**config.mk**
```make
export PLATFORM = sky130hd
export DESIGN_NAME = alu_issuer
export DESIGN_NICKNAME = d
export VERILOG_FILES = /design/src/rtl/alu_issuer_pkg.sv /design/src/rtl/alu_cmd_fifo.sv /design/src/rtl/alu_issuer.sv
export SDC_FILE = /design/constraint.sdc
export NUM_CORES = 1
export LEC_CHECK = 0
export BUFFER_PORTS_ARGS = -buffer_cell sky130_fd_sc_hd__buf_2
export CAP_MARGIN = 25
export CORE_ASPECT_RATIO = 0.9
export CORE_UTILIZATION = 50
export DETAILED_ROUTE_END_ITERATION = 10
export GPL_TIMING_DRIVEN = 1
export PLACE_DENSITY = 0.87
export SLEW_MARGIN = 20
export SYNTH_ARGS = -nofsm -noshare
export SYNTH_HDL_FRONTEND = slang
export SYNTH_SLANG_ARGS = --single-unit
```
**constraint.sdc**
```tcl
create_clock -name clk -period 2.14 [get_ports clk]
set_input_delay 0.428 -clock clk [delete_from_list [all_inputs] [get_ports clk]]
set_output_delay 0.428 -clock clk [all_outputs]
set_load 0.05 [all_outputs]
```
**src/rtl/alu_issuer_pkg.sv**
```systemverilog
// Shared types for the ALU command issuer: FSM states, opcodes and the queued command record.
// Operand fields are sized for the widest supported WIDTH; narrower builds zero the upper bits.
package alu_issuer_pkg;

  localparam int MAX_WIDTH = 64;

  typedef enum logic [1:0] {
    IDLE  = 2'd0,
    DRIVE = 2'd1,
    RESP  = 2'd2
  } state_e;

  typedef enum logic [1:0] {
    OP_ADD = 2'd0,
    OP_SUB = 2'd1,
    OP_MUL = 2'd2,
    OP_AND = 2'd3
  } opcode_e;

  typedef struct packed {
    logic [MAX_WIDTH-1:0] op1;
    logic [MAX_WIDTH-1:0] op2;
    opcode_e              operation;
    logic                 sign;
  } cmd_t;

endpackage

```
**src/rtl/alu_cmd_fifo.sv**
```systemverilog
// Power-of-two command FIFO; pointers wrap naturally, push when full and pop when empty are ignored.
module alu_cmd_fifo #(
  parameter int  DEPTH  = 4,
  parameter type data_t = logic [7:0]
) (
  input  logic                     clk,
  input  logic                     rst_n,
  input  logic                     push_i,
  input  logic                     pop_i,
  input  data_t                    data_i,
  output data_t                    data_o,
  output logic                     full_o,
  output logic                     empty_o,
  output logic [$clog2(DEPTH):0]   count_o
);

  localparam int AW = $clog2(DEPTH);

  data_t         mem_q [DEPTH];
  logic [AW-1:0] wr_ptr_q, rd_ptr_q;
  logic [AW:0]   count_q;
  logic          do_push, do_pop;

  assign full_o  = (count_q == (AW+1)'(DEPTH));
  assign empty_o = (count_q == '0);
  assign count_o = count_q;
  assign data_o  = mem_q[rd_ptr_q];
  assign do_push = push_i && !full_o;
  assign do_pop  = pop_i && !empty_o;

  always_ff @(posedge clk or negedge rst_n) begin
    if (!rst_n) begin
      wr_ptr_q <= '0;
      rd_ptr_q <= '0;
      count_q  <= '0;
    end else begin
      if (do_push) wr_ptr_q <= wr_ptr_q + AW'(1);
      if (do_pop)  rd_ptr_q <= rd_ptr_q + AW'(1);
      case ({do_push, do_pop})
        2'b10:   count_q <= count_q + (AW+1)'(1);
        2'b01:   count_q <= count_q - (AW+1)'(1);
        default: count_q <= count_q;
      endcase
    end
  end

  // Storage is not reset: contents are only visible through count/pointers.
  always_ff @(posedge clk) begin
    if (do_push) mem_q[wr_ptr_q] <= data_i;
  end

endmodule

```
**src/rtl/alu_issuer.sv**
```systemverilog
// Queues ALU commands, holds operands on the ALU for ALU_WAIT cycles, then returns the result.
// Optional macro ALU_ISSUER_STATS_EN adds a 16-bit completed-response counter (op_count).
module alu_issuer
  import alu_issuer_pkg::*;
#(
  parameter int WIDTH    = 16,
  parameter int DEPTH    = 4,
  parameter int ALU_WAIT = 1
) (
  input  logic               clk,
  input  logic               rst_n,
  input  logic               cmd_valid,
  output logic               cmd_ready,
  input  logic [WIDTH-1:0]   cmd_op1,
  input  logic [WIDTH-1:0]   cmd_op2,
  input  logic [1:0]         cmd_operation,
  input  logic               cmd_sign,
  output logic [WIDTH-1:0]   alu_op1,
  output logic [WIDTH-1:0]   alu_op2,
  output logic [1:0]         alu_operation,
  output logic               alu_sign,
  input  logic [2*WIDTH-1:0] alu_result,
  output logic               rsp_valid,
  input  logic               rsp_ready,
  output logic [2*WIDTH-1:0] rsp_result,
`ifdef ALU_ISSUER_STATS_EN
  output logic [15:0]        op_count,
`endif
  output state_e             dbg_state_o
);

  localparam int CW = $clog2(ALU_WAIT + 1);

  state_e               state_q, state_d;
  logic [CW-1:0]        cnt_q, cnt_d;
  logic [WIDTH-1:0]     alu_op1_q, alu_op2_q;
  logic [1:0]           alu_operation_q;
  logic                 alu_sign_q;
  logic [2*WIDTH-1:0]   rsp_result_q, rsp_result_d;
  logic                 pop, load;
  cmd_t                 in_cmd, head;
  logic                 fifo_full, fifo_empty;
  logic [$clog2(DEPTH):0] fifo_count;
  logic                 sink_unused;

  always_comb begin
    in_cmd                = '0;
    in_cmd.op1[WIDTH-1:0] = cmd_op1;
    in_cmd.op2[WIDTH-1:0] = cmd_op2;
    in_cmd.operation      = opcode_e'(cmd_operation);
    in_cmd.sign           = cmd_sign;
  end

  alu_cmd_fifo #(.DEPTH(DEPTH), .data_t(cmd_t)) u_fifo (
    .clk     (clk),
    .rst_n   (rst_n),
    .push_i  (cmd_valid && cmd_ready),
    .pop_i   (pop),
    .data_i  (in_cmd),
    .data_o  (head),
    .full_o  (fifo_full),
    .empty_o (fifo_empty),
    .count_o (fifo_count)
  );

  // Ready depends on occupancy only, so a pop in a full cycle does not open the door early.
  assign cmd_ready   = (fifo_count < ($clog2(DEPTH)+1)'(DEPTH));
  assign sink_unused = ^{fifo_full, head};

  always_comb begin
    state_d      = state_q;
    cnt_d        = cnt_q;
    rsp_result_d = rsp_result_q;
    pop          = 1'b0;
    load         = 1'b0;
    case (state_q)
      IDLE: begin
        if (!fifo_empty) begin
          pop     = 1'b1;
          load    = 1'b1;
          cnt_d   = CW'(ALU_WAIT);
          state_d = DRIVE;
        end
      end
      DRIVE: begin
        cnt_d = cnt_q - CW'(1);
        if (cnt_q == CW'(1)) begin
          rsp_result_d = alu_result;
          state_d      = RESP;
        end
      end
      RESP: begin
        if (rsp_ready) begin
          if (!fifo_empty) begin
            pop     = 1'b1;
            load    = 1'b1;
            cnt_d   = CW'(ALU_WAIT);
            state_d = DRIVE;
          end else begin
            state_d = IDLE;
          end
        end
      end
      default: state_d = IDLE;
    endcase
  end

  always_ff @(posedge clk or negedge rst_n) begin
    if (!rst_n) begin
      state_q         <= IDLE;
      cnt_q           <= '0;
      rsp_result_q    <= '0;
      alu_op1_q       <= '0;
      alu_op2_q       <= '0;
      alu_operation_q <= '0;
      alu_sign_q      <= 1'b0;
    end else begin
      state_q      <= state_d;
      cnt_q        <= cnt_d;
      rsp_result_q <= rsp_result_d;
      if (load) begin
        alu_op1_q       <= head.op1[WIDTH-1:0];
        alu_op2_q       <= head.op2[WIDTH-1:0];
        alu_operation_q <= head.operation;
        alu_sign_q      <= head.sign;
      end
    end
  end

`ifdef ALU_ISSUER_STATS_EN
  logic [15:0] op_count_q;
  always_ff @(posedge clk or negedge rst_n) begin
    if (!rst_n)                              op_count_q <= '0;
    else if (state_q == RESP && rsp_ready)   op_count_q <= op_count_q + 16'd1;
  end
  assign op_count = op_count_q;
`endif

  assign alu_op1       = alu_op1_q;
  assign alu_op2       = alu_op2_q;
  assign alu_operation = alu_operation_q;
  assign alu_sign      = alu_sign_q;
  assign rsp_valid     = (state_q == RESP);
  assign rsp_result    = rsp_result_q;
  assign dbg_state_o   = state_q;

endmodule

```
Yosys cells after proc, flatten, opt, wreduce, memory -nomap -nowiden
Memories as Yosys holds them, arrays and structs flattened. A register that Yosys moved wholly into a read port is not among the register bits.
Cells that the tools add are included.

word-level totals
  memory bits (writable) = 140
  input bits = 71
  memories kept = 1
  output and inout port bits = 71
  word-level logic and storage cells = 48
  flip-flop bits (word level) = 42

memory list
  memory        words  bits a word  rd ports  clocked after Yosys merged registers in  write ports  line                source
  u_fifo.mem_q  4      35           1         1                                        1            alu_cmd_fifo.sv:19  data_t mem_q [DEPTH];

cells by class
  muxes and demuxes = 14
  $lt $le $gt $ge = 1
  eq/ne operators = 8
  add/subtract/negate cells = 5
  reductions and logical operators = 13

operator list
  cell                   count
  $mux W1                7
  $mux W2                3
  $pmux W2 S3            1
  $pmux W3 S2            1
  $add A2 B1 Y2 const B  2
  $eq A2 B1 Y1 const B   2
  $eq A2 B2 Y1 const B   2
  $ne A2 B2 Y1 const B   2
  $reduce_and A2 Y1      2
  $add A3 B1 Y3 const B  1
  $eq A3 B3 Y1 const B   1
  $logic_and A1 B1 Y1    3
  $logic_not A1 Y1       3
  $logic_not A3 Y1       1
  $lt A3 B3 Y1 const B   1
  $pmux W1 S3            1
  $reduce_and A3 Y1      1
  $reduce_bool A3 Y1     1
  $sub A3 B1 Y3 const B  1
  $logic_not A2 Y1       1
  $ne A2 B1 Y1 const B   1
  $pmux W1 S2            1
  $reduce_bool A2 Y1     1
  $sub A1 B1 Y1 const B  1

Depth between registers and ports, before layout
Gate-level depths: netlist of the first run.

  depth after elaboration = 7
  depth in mapped cells = 9
  gate-level depth less buffers = 8

Cells and area by module
From an unflattened synthesis of the first run, not the netlist that was laid out.

second synthesis, totals
  cells, all modules = 884
  area total of the unflattened synthesis = 22111.2 µm²

by module, submodules not included
  module        area an instance (µm²)  instances  seq. area each (µm²)  cells each
  alu_cmd_fifo  19303.5                 1          15910.3               722
  alu_issuer    2807.7                  1          1751.7                162

Worst setup path after synthesis of the first run
No wires, ideal clock.

  path type = register -> register
  start = register state_q[1] (netlist: dbg_state_o[1])
  end = register u_fifo.count_q[2] (netlist: u_fifo.count_o[2])
  cell stages (with the launch flop) = 10
  required time = 2.001 ns
  library setup time = 0.139 ns
  buffers on the path = 1
  arrival = 2.287 ns
  setup slack = -0.287 ns
  period minus slack after synthesis = 2.427 ns
  cells stage by stage = dfrtp_1 -> nor2b_1 -> nor3_4 -> buf_6 -> ha_1 -> inv_1 -> fa_1 -> xor2_1 -> nor2_1 -> xnor2_1

between the ends
  cells in the longest elaborated chain, start to end = 5
  elaborated cells on any way between the ends = 8
  classes of those cells = eq/ne: 3; mux: 2; reduce/logical: 3

ends and longest elaborated chain
  what                                               line                source
  from (decl)                                        alu_issuer.sv:34    state_e state_q, state_d;
  from (signal assigned)                             alu_issuer.sv:118   state_q <= state_d;
  $eq A2 B2 Y1 or $logic_not A2 Y1 (tied branches)   alu_issuer.sv:76    case (state_q)
  $pmux W1 S2 *                                      alu_issuer.sv:76
  $logic_and A1 B1 Y1 *                              alu_cmd_fifo.sv:29  assign do_pop = pop_i && !empty_o;
  via u_fifo.do_pop                                  alu_cmd_fifo.sv:22  logic do_push, do_pop;
  $eq A2 B1 Y1 or $eq A2 B2 Y1 (tied branches)       alu_cmd_fifo.sv:39  case ({do_push, do_pop})
  $pmux W3 S2 or $reduce_bool A2 Y1 (tied branches)  --
  to (signal assigned)                               alu_cmd_fifo.sv:40  2'b10: count_q <= count_q + (AW+1)'(1);
  to (signal assigned)                               alu_cmd_fifo.sv:41  2'b01: count_q <= count_q - (AW+1)'(1);
  to (signal assigned)                               alu_cmd_fifo.sv:42  default: count_q <= count_q;
  to (decl)                                          alu_cmd_fifo.sv:21  logic [AW:0] count_q;

Mark *: on every way through the listed nets, which the timed path passes. The rest lies on a longest branch.
A chain may end at the register's enable or synchronous reset.

Worst setup path in the final report of the first run
  start = register state_q[1] (netlist: dbg_state_o[1])
  end = register alu_op1_q[5] (netlist: alu_op1[5]), read port of u_fifo.mem_q

between the ends
  cells in the longest elaborated chain, start to end = 2
  elaborated cells on any way between the ends = 3
  classes of those cells = eq/ne: 1; mux: 1; reduce/logical: 1

ends and longest elaborated chain
  what                                              line              source
  $eq A2 B2 Y1 or $logic_not A2 Y1 (tied branches)  alu_issuer.sv:76
  $pmux W1 S2 *                                     alu_issuer.sv:76
  to (decl)                                         alu_issuer.sv:36  logic [WIDTH-1:0] alu_op1_q, alu_op2_q;

Mark *: on every way between the ends. The rest lies on a longest branch, timed or not.

==> results of run 1 <==
[power breakdown]
group          switching, mW  internal (mW)  leakage (nW)  total [mW]
combinational           4.33           2.72          1.39        7.05
sequential             0.642           5.67          2.17        6.31
clock                   1.46           2.05         0.328        3.51
total                   6.43           10.4          3.89        16.9
[worst max-delay path, delay by kind of cell (launching register included)]
kind / cells / cell delay [ns]
flops: 1 / 0.43
buf+inv: 1 / 0.56
mux: 1 / 0.41
simple gates: 2 / 0.37
[per-layer routing]
layer,vias up,track usage [%]
li1,1797,-
met1,2109,24.3
met2,130,32.4
met3,30,3.77
met4,0,6.11
met5,-,0
[area by class of cell]
type	count	area share [%]
Sequential cell	217	61.7
Antenna cell	1	0.0252
Multi-Input combinational cell	135	19.3
Tap cell	202	2.54
Clock inverter	6	0.315
Inverter	8	0.302
Clock buffer	34	6.41
Timing Repair Buffer	159	9.39
[registers in the layout (all words and copies together), names as in the netlist, 2 cells and up]
signal and flops:
rsp_result 32, alu_operation 2, alu_op2 16, u_fifo.wr_ptr_q 2, alu_op1 16, u_fifo.rd_ptr_q 2, u_fifo.count_o 3, u_fifo.mem_q 140
dbg_state_o 2
[cells by family (layout without fill, tap and decap cells)]
family	after synthesis	count (layout)	synth area share [%]
AOI/OAI and AO/OA	4	4	0.276
xor gates and xnor gates	6	6	0.644
adders and majority gates	6	6	1.01
buffers and inverters	23	207	1.76
DFF	217	217	75.1
muxes	103	103	19.8
other	0	1	0
and+or+nand+nor	16	16	1.38
[synthesized netlist by cell type, drive strengths merged, types with 3 or more instances]
master    n
edfxtp  140
dfrtp    77
mux2     67
mux4     35
buf      11
inv       8
and2      5
ha        5
clkbuf    4
xnor2     3
xor2      3
[cell usage in the layout (no fill, tap or decap), types with 3 or more instances in the layout]
master     synthesis  layout
dfrtp_2            0       4
buf_12             0       7
edfxtp_1         140     140
clkinv_2           0       3
and2_2             0       4
mux4_2            35      35
xnor2_1            3       3
ha_1               5       4
clkbuf_16          0      23
clkbuf_1           4       9
xor2_1             3       3
buf_4              0      11
dfrtp_1           77      73
buf_2              4     140
inv_1              8       7
mux2_2            49      49
mux2_4            18      18
[path summary, 6_finish.rpt]
path	end	depth (start not counted)	startpoint
min in group asynchronous	rsp_result[18]	2	rst_n
hold / removal	u_fifo.mem_q[2][3]	1	cmd_op2[0]
max in group asynchronous	u_fifo.rd_ptr_q[0]	3	rst_n
setup reg to reg	alu_op1[5]	4	dbg_state_o[1]
setup / recovery	alu_op1[5]	4	dbg_state_o[1]
hold reg to reg	rsp_result[20]	1	rsp_result[20]
==> flow_summary.yaml, run 1 <==
outcome:
  status: "completed"
timing:
  timing.final.crit_share_pct: 89.0
  layout_min_cycle_time_ns: 1.90
  worst_clock_skew_ns: 0.00741
  worst_slack_ns: 0.236
  setup-violations-final: 0
  maxSlewViolCount: 0
  worst_pin_slew_ns: 0.619
  hold_viol_final: 0
  whs_ns: 0.142
  rsz0062_at_grt: "false"
  slew_headroom_pct: 58.7
  tns_ns: 0
  fmaxAchievable_mhz: 525
worst_setup_path:
  setup.worst_path.start_class: "flip-flop"
  cp_slowest_cell: "buf_4"
  cp.arrival_ns: 2.28
  critical-path-max-stage-delay_ns: 0.56
  critPathCaptureType: "flip-flop"
  required_ns: 2.51
  path_class: "flip-flop to flip-flop"
  cp_max_fo: 36
  cp_cell_sequence: "nor2b_4 > nor3_4 > buf_4 > mux2_2"
  rrSetupSlack_ns: 0.24
placement:
  placed_area_mm2: 0.00926
  placed_cells: 720
  numPortBuffers: 141
  hpwl_um: 9850
  place_ws_ns: 0.189
  gp_congestion: 0.761
floorplan:
  die-area_mm2: 0.0168
  rows: 43
  core_region_area_mm2: 0.0157
  die_y_um: 123
  start_util_pct: 52.0
  die_w_um: 137
  io_pins: 142
cts:
  htreeDepth: 1
  cts_hold_buffers: 1
  clk_path_buf_depth: 3
  cts.sinks: 217
  cts_root_buffer: "clkbuf_16"
  cts_tree: "yes"
  numCtsBuffers: 22
  clock_latency_ns: 0.49
  post-cts-setup-buffer-count: 0
  clk_pin_slew_ns: 0.06
  cts-resized-gates: 0
route:
  firstDrtPassIters: 4
  num_vias: 4066
  routed_via_density: 5.34
  totalWireLength_um: 15100
  wl_met2_um: 7810
  met1_length_um: 6080
  drc: 0
  wl_met3_um: 849
  highest_layer: "met4"
  detail-route-antenna-nets: 0
  routedWlPerCell_um: 19.8
  drtIter0Drc: 172
global_route:
  grt_util_all_layers_pct: 18.9
  first_global_vias: 4282
  antenna_found_initial: 1
  grt_pass1_wl_um: 23300
  grt_overflow: 0
  grt_max_degree: 49
synth:
  async_flop_share_pct: 35.5
  syn_area_mm2: 0.00817
  synth_top_area_share_pct: 51.5
  synth_cell_types: 27
  syn-instance-count: 375
  synth_seq_cells: 217
  synth_flop_cell: "edfxtp_1"
  synth.area.top_cells: "edfxtp_1 51%, dfrtp_1 24%, mux4_2 9.7%, mux2_2 6.8%, mux2_4 3.3%"
  yosysWarnings: 0
  synth_enable_flop_cells: 140
  yosys.area.top_type: "edfxtp_1"
  seq_area_frac_synth_pct: 75.1
  syn_nets: 452
  syn_area_per_cell_um2: 21.8
cells_and_area:
  finalInstanceArea_mm2: 0.00994
  area_growth_pct: 21.7
  seq_area_mm2: 0.00614
  final_util_pct: 63.3
  drive_above_1_share_pct: 54.2
  fillers: 1088
  stdcell_count: 762
  multiInputGateArea_mm2: 0.00192
  fin_nets: 620
power_and_ir_drop:
  power_leakage_nw: 3.89
  ir_worst_vdd_mv: 1.00
  power.density_mw_per_mm2: 1700
  p_total_mw: 16.9
flow_run:
  max-cap-violations: 0
hold_path:
  hold_path_class: "primary input to flip-flop"
(Power assumes the default switching activity.)
==> run 2: changes to the inputs <==
Settings changed: CORE_UTILIZATION 50 to 57, CTS_BUF_LIST from default to sky130_fd_sc_hd__clkbuf_16, PLACE_DENSITY 0.87 to 0.91, SYNTH_HIERARCHICAL from default to 1.
==> run 2 against run 1 <==
  * Area after synthesis is 1.9% higher
  * Combinational power grew 4.8%
  * Non-clock buffer count unchanged
  * Die area shrank 10%
  * Routed wire length is 1.9% lower
  * Maximum frequency decreased by 6.9%
  * Final area increased by 2.4%
  * Final cell count shrank 0.79%
  * Register-to-register slack worse by 0.14 ns
  * Core utilization increased by 8.6 points
  * Clock power up 21%
  * Via count is 1.0% lower
  * Critical path type unchanged
  * Highest routed layer unchanged
==> flow_summary.yaml, run 2 <==
hold_path:
  hold_path_class: "primary input to flip-flop"
outcome:
  status: "completed"
worst_setup_path:
  cp_cell_sequence: "nor3_2 > nor2_4 > o21ai_4 > buf_4 > mux2_2"
  path_class: "flip-flop to flip-flop"
  setup.worst_path.start_class: "flip-flop"
  critical-path-max-stage-delay_ns: 0.62
  cp.arrival_ns: 2.42
  cp_slowest_cell: "buf_4"
  cp_max_fo: 35
  critPathBufInv: 1
  cp_top_family: "buffers and inverters"
  critPathCaptureType: "flip-flop"
  required_ns: 2.51
route:
  drtIter0Drc: 216
  num_vias: 4025
  firstDrtPassIters: 4
  routed_via_density: 5.32
  routedWlPerCell_um: 19.6
  drc: 0
  detail-route-antenna-nets: 0
  totalWireLength_um: 14800
cells_and_area:
  fillers: 853
  multiInputGateArea_mm2: 0.00198
  seq_area_mm2: 0.00614
  antenna_cells: 0
  fin_nets: 625
  area_growth_pct: 22.3
  largest_register: "u_fifo/mem_q"
  largest_register_ffs: 140
  drive_above_1_share_pct: 56.0
  stdcell_count: 756
  most-common-layout-cells: "140 x buf_2, 140 x edfxtp_1, 72 x dfrtp_1"
synth:
  syn_area_mm2: 0.00832
  syn-instance-count: 389
  syn_nets: 466
  yosysWarnings: 6
  syn_area_per_cell_um2: 21.4
timing:
  hold_viol_final: 0
  worst_clock_skew_ns: 0.0167
  fmaxAchievable_mhz: 489
  worst_pin_slew_ns: 0.732
  tns_ns: 0
  layout_min_cycle_time_ns: 2.05
  slew_headroom_pct: 51.2
  setup-violations-final: 0
  maxSlewViolCount: 0
  timing.final.crit_share_pct: 95.6
floorplan:
  die_w_um: 129
  die-area_mm2: 0.0151
  start_util_pct: 58.8
  die_y_um: 117
  core_region_area_mm2: 0.0142
  rows: 41
  io_pins: 142
power_and_ir_drop:
  power_leakage_nw: 4.05
  power.density_mw_per_mm2: 1760
  ir_worst_vdd_mv: 1.03
cts:
  clock_latency_ns: 0.50
  clk_path_buf_depth: 3
  numCtsBuffers: 21
  htreeDepth: 1
  cts_root_buffer: "clkbuf_16"
  clk_pin_slew_ns: 0.06
  cts_tree: "yes"
  cts.sinks: 217
global_route:
  grt_pass1_wl_um: 22200
  first_global_vias: 4201
  grt_overflow: 0
  grt_util_all_layers_pct: 20.1
  grt_max_degree: 42
  antenna_found_initial: 0
placement:
  gp_congestion: 0.740
  placed_cells: 717
  numPortBuffers: 141
  hpwl_um: 9230
flow_run:
  max-cap-violations: 0
run 2: layout make-up:
cell class                      count  share of cell area (%)
Tap cell                          193                    2.37
Clock inverter                     17                    2.80
Clock buffer                       21                    5.16
Sequential cell                   217                    60.3
Inverter                           11                   0.405
Timing Repair Buffer              159                    9.53
Multi-Input combinational cell    138                    19.5
run 2: where the power goes:
part	leakage (nW)	total (mW)	switching, mW	internal (mW)
combinational	1.49	7.39	4.50	2.88
clock	0.401	4.26	1.51	2.76
sequential	2.16	6.26	0.572	5.68
total	4.05	17.9	6.58	11.3
run 2: per-stage QoR:
| stage | hold WS (ns) | area (µm²) | utilization (%) | total power, mW | setup slack [ns] |
|---|---|---|---|---|---|
| after detailed placement | 0.480 | 9360 | 66.1 | 13.8 | 0.101 |
| after global routing | 0.128 | 10200 | 71.9 | 18.7 | -0.00233 |
| after global placement | 0.466 | 9360 | 66.1 | 13.5 | 0.159 |
| final | 0.139 | 10200 | 71.9 | 17.9 | 0.0942 |
| after floorplan | 0.132 | 8340 | - | 12.2 | -0.182 |
| after CTS | 0.129 | 10200 | 71.9 | 18.1 | 0.0931 |
run 2: worst paths after layout:
check / startpoint / endpoint / slack [ns] / cells past startpoint
setup reg to reg: u_fifo/count_o[0] / alu_op2[1] / 0.09 / 5
hold / removal: cmd_op1[10] / u_fifo/mem_q[1][77] / 0.14 / 1
setup / recovery: u_fifo/count_o[0] / alu_op2[1] / 0.09 / 5
min in group asynchronous: rst_n / rsp_result[28] / 0.48 / 2
max in group asynchronous: rst_n / alu_op2[13] / 1.07 / 3
hold reg to reg: rsp_result[13] / rsp_result[13] / 0.50 / 1
run 2: timing repair:
| item | in CTS | in global routing |
|---|---|---|
| endpoints found under the setup margin | 0 | 4 |
| buffers inserted | 0 | 0 |
| hold buffers | 1 | 0 |
| resized for setup | 0 | 1 |
| endpoints found under the hold margin | 39 | 0 |
run 2: routing by layer:
layer	up-vias	part of all wire [%]	track usage, %
li1	1812	-	-
met1	2029	42	26.2
met2	163	49	34.5
met3	21	7.4	4.90
met4	0	1.4	4.94
met5	-	0	0
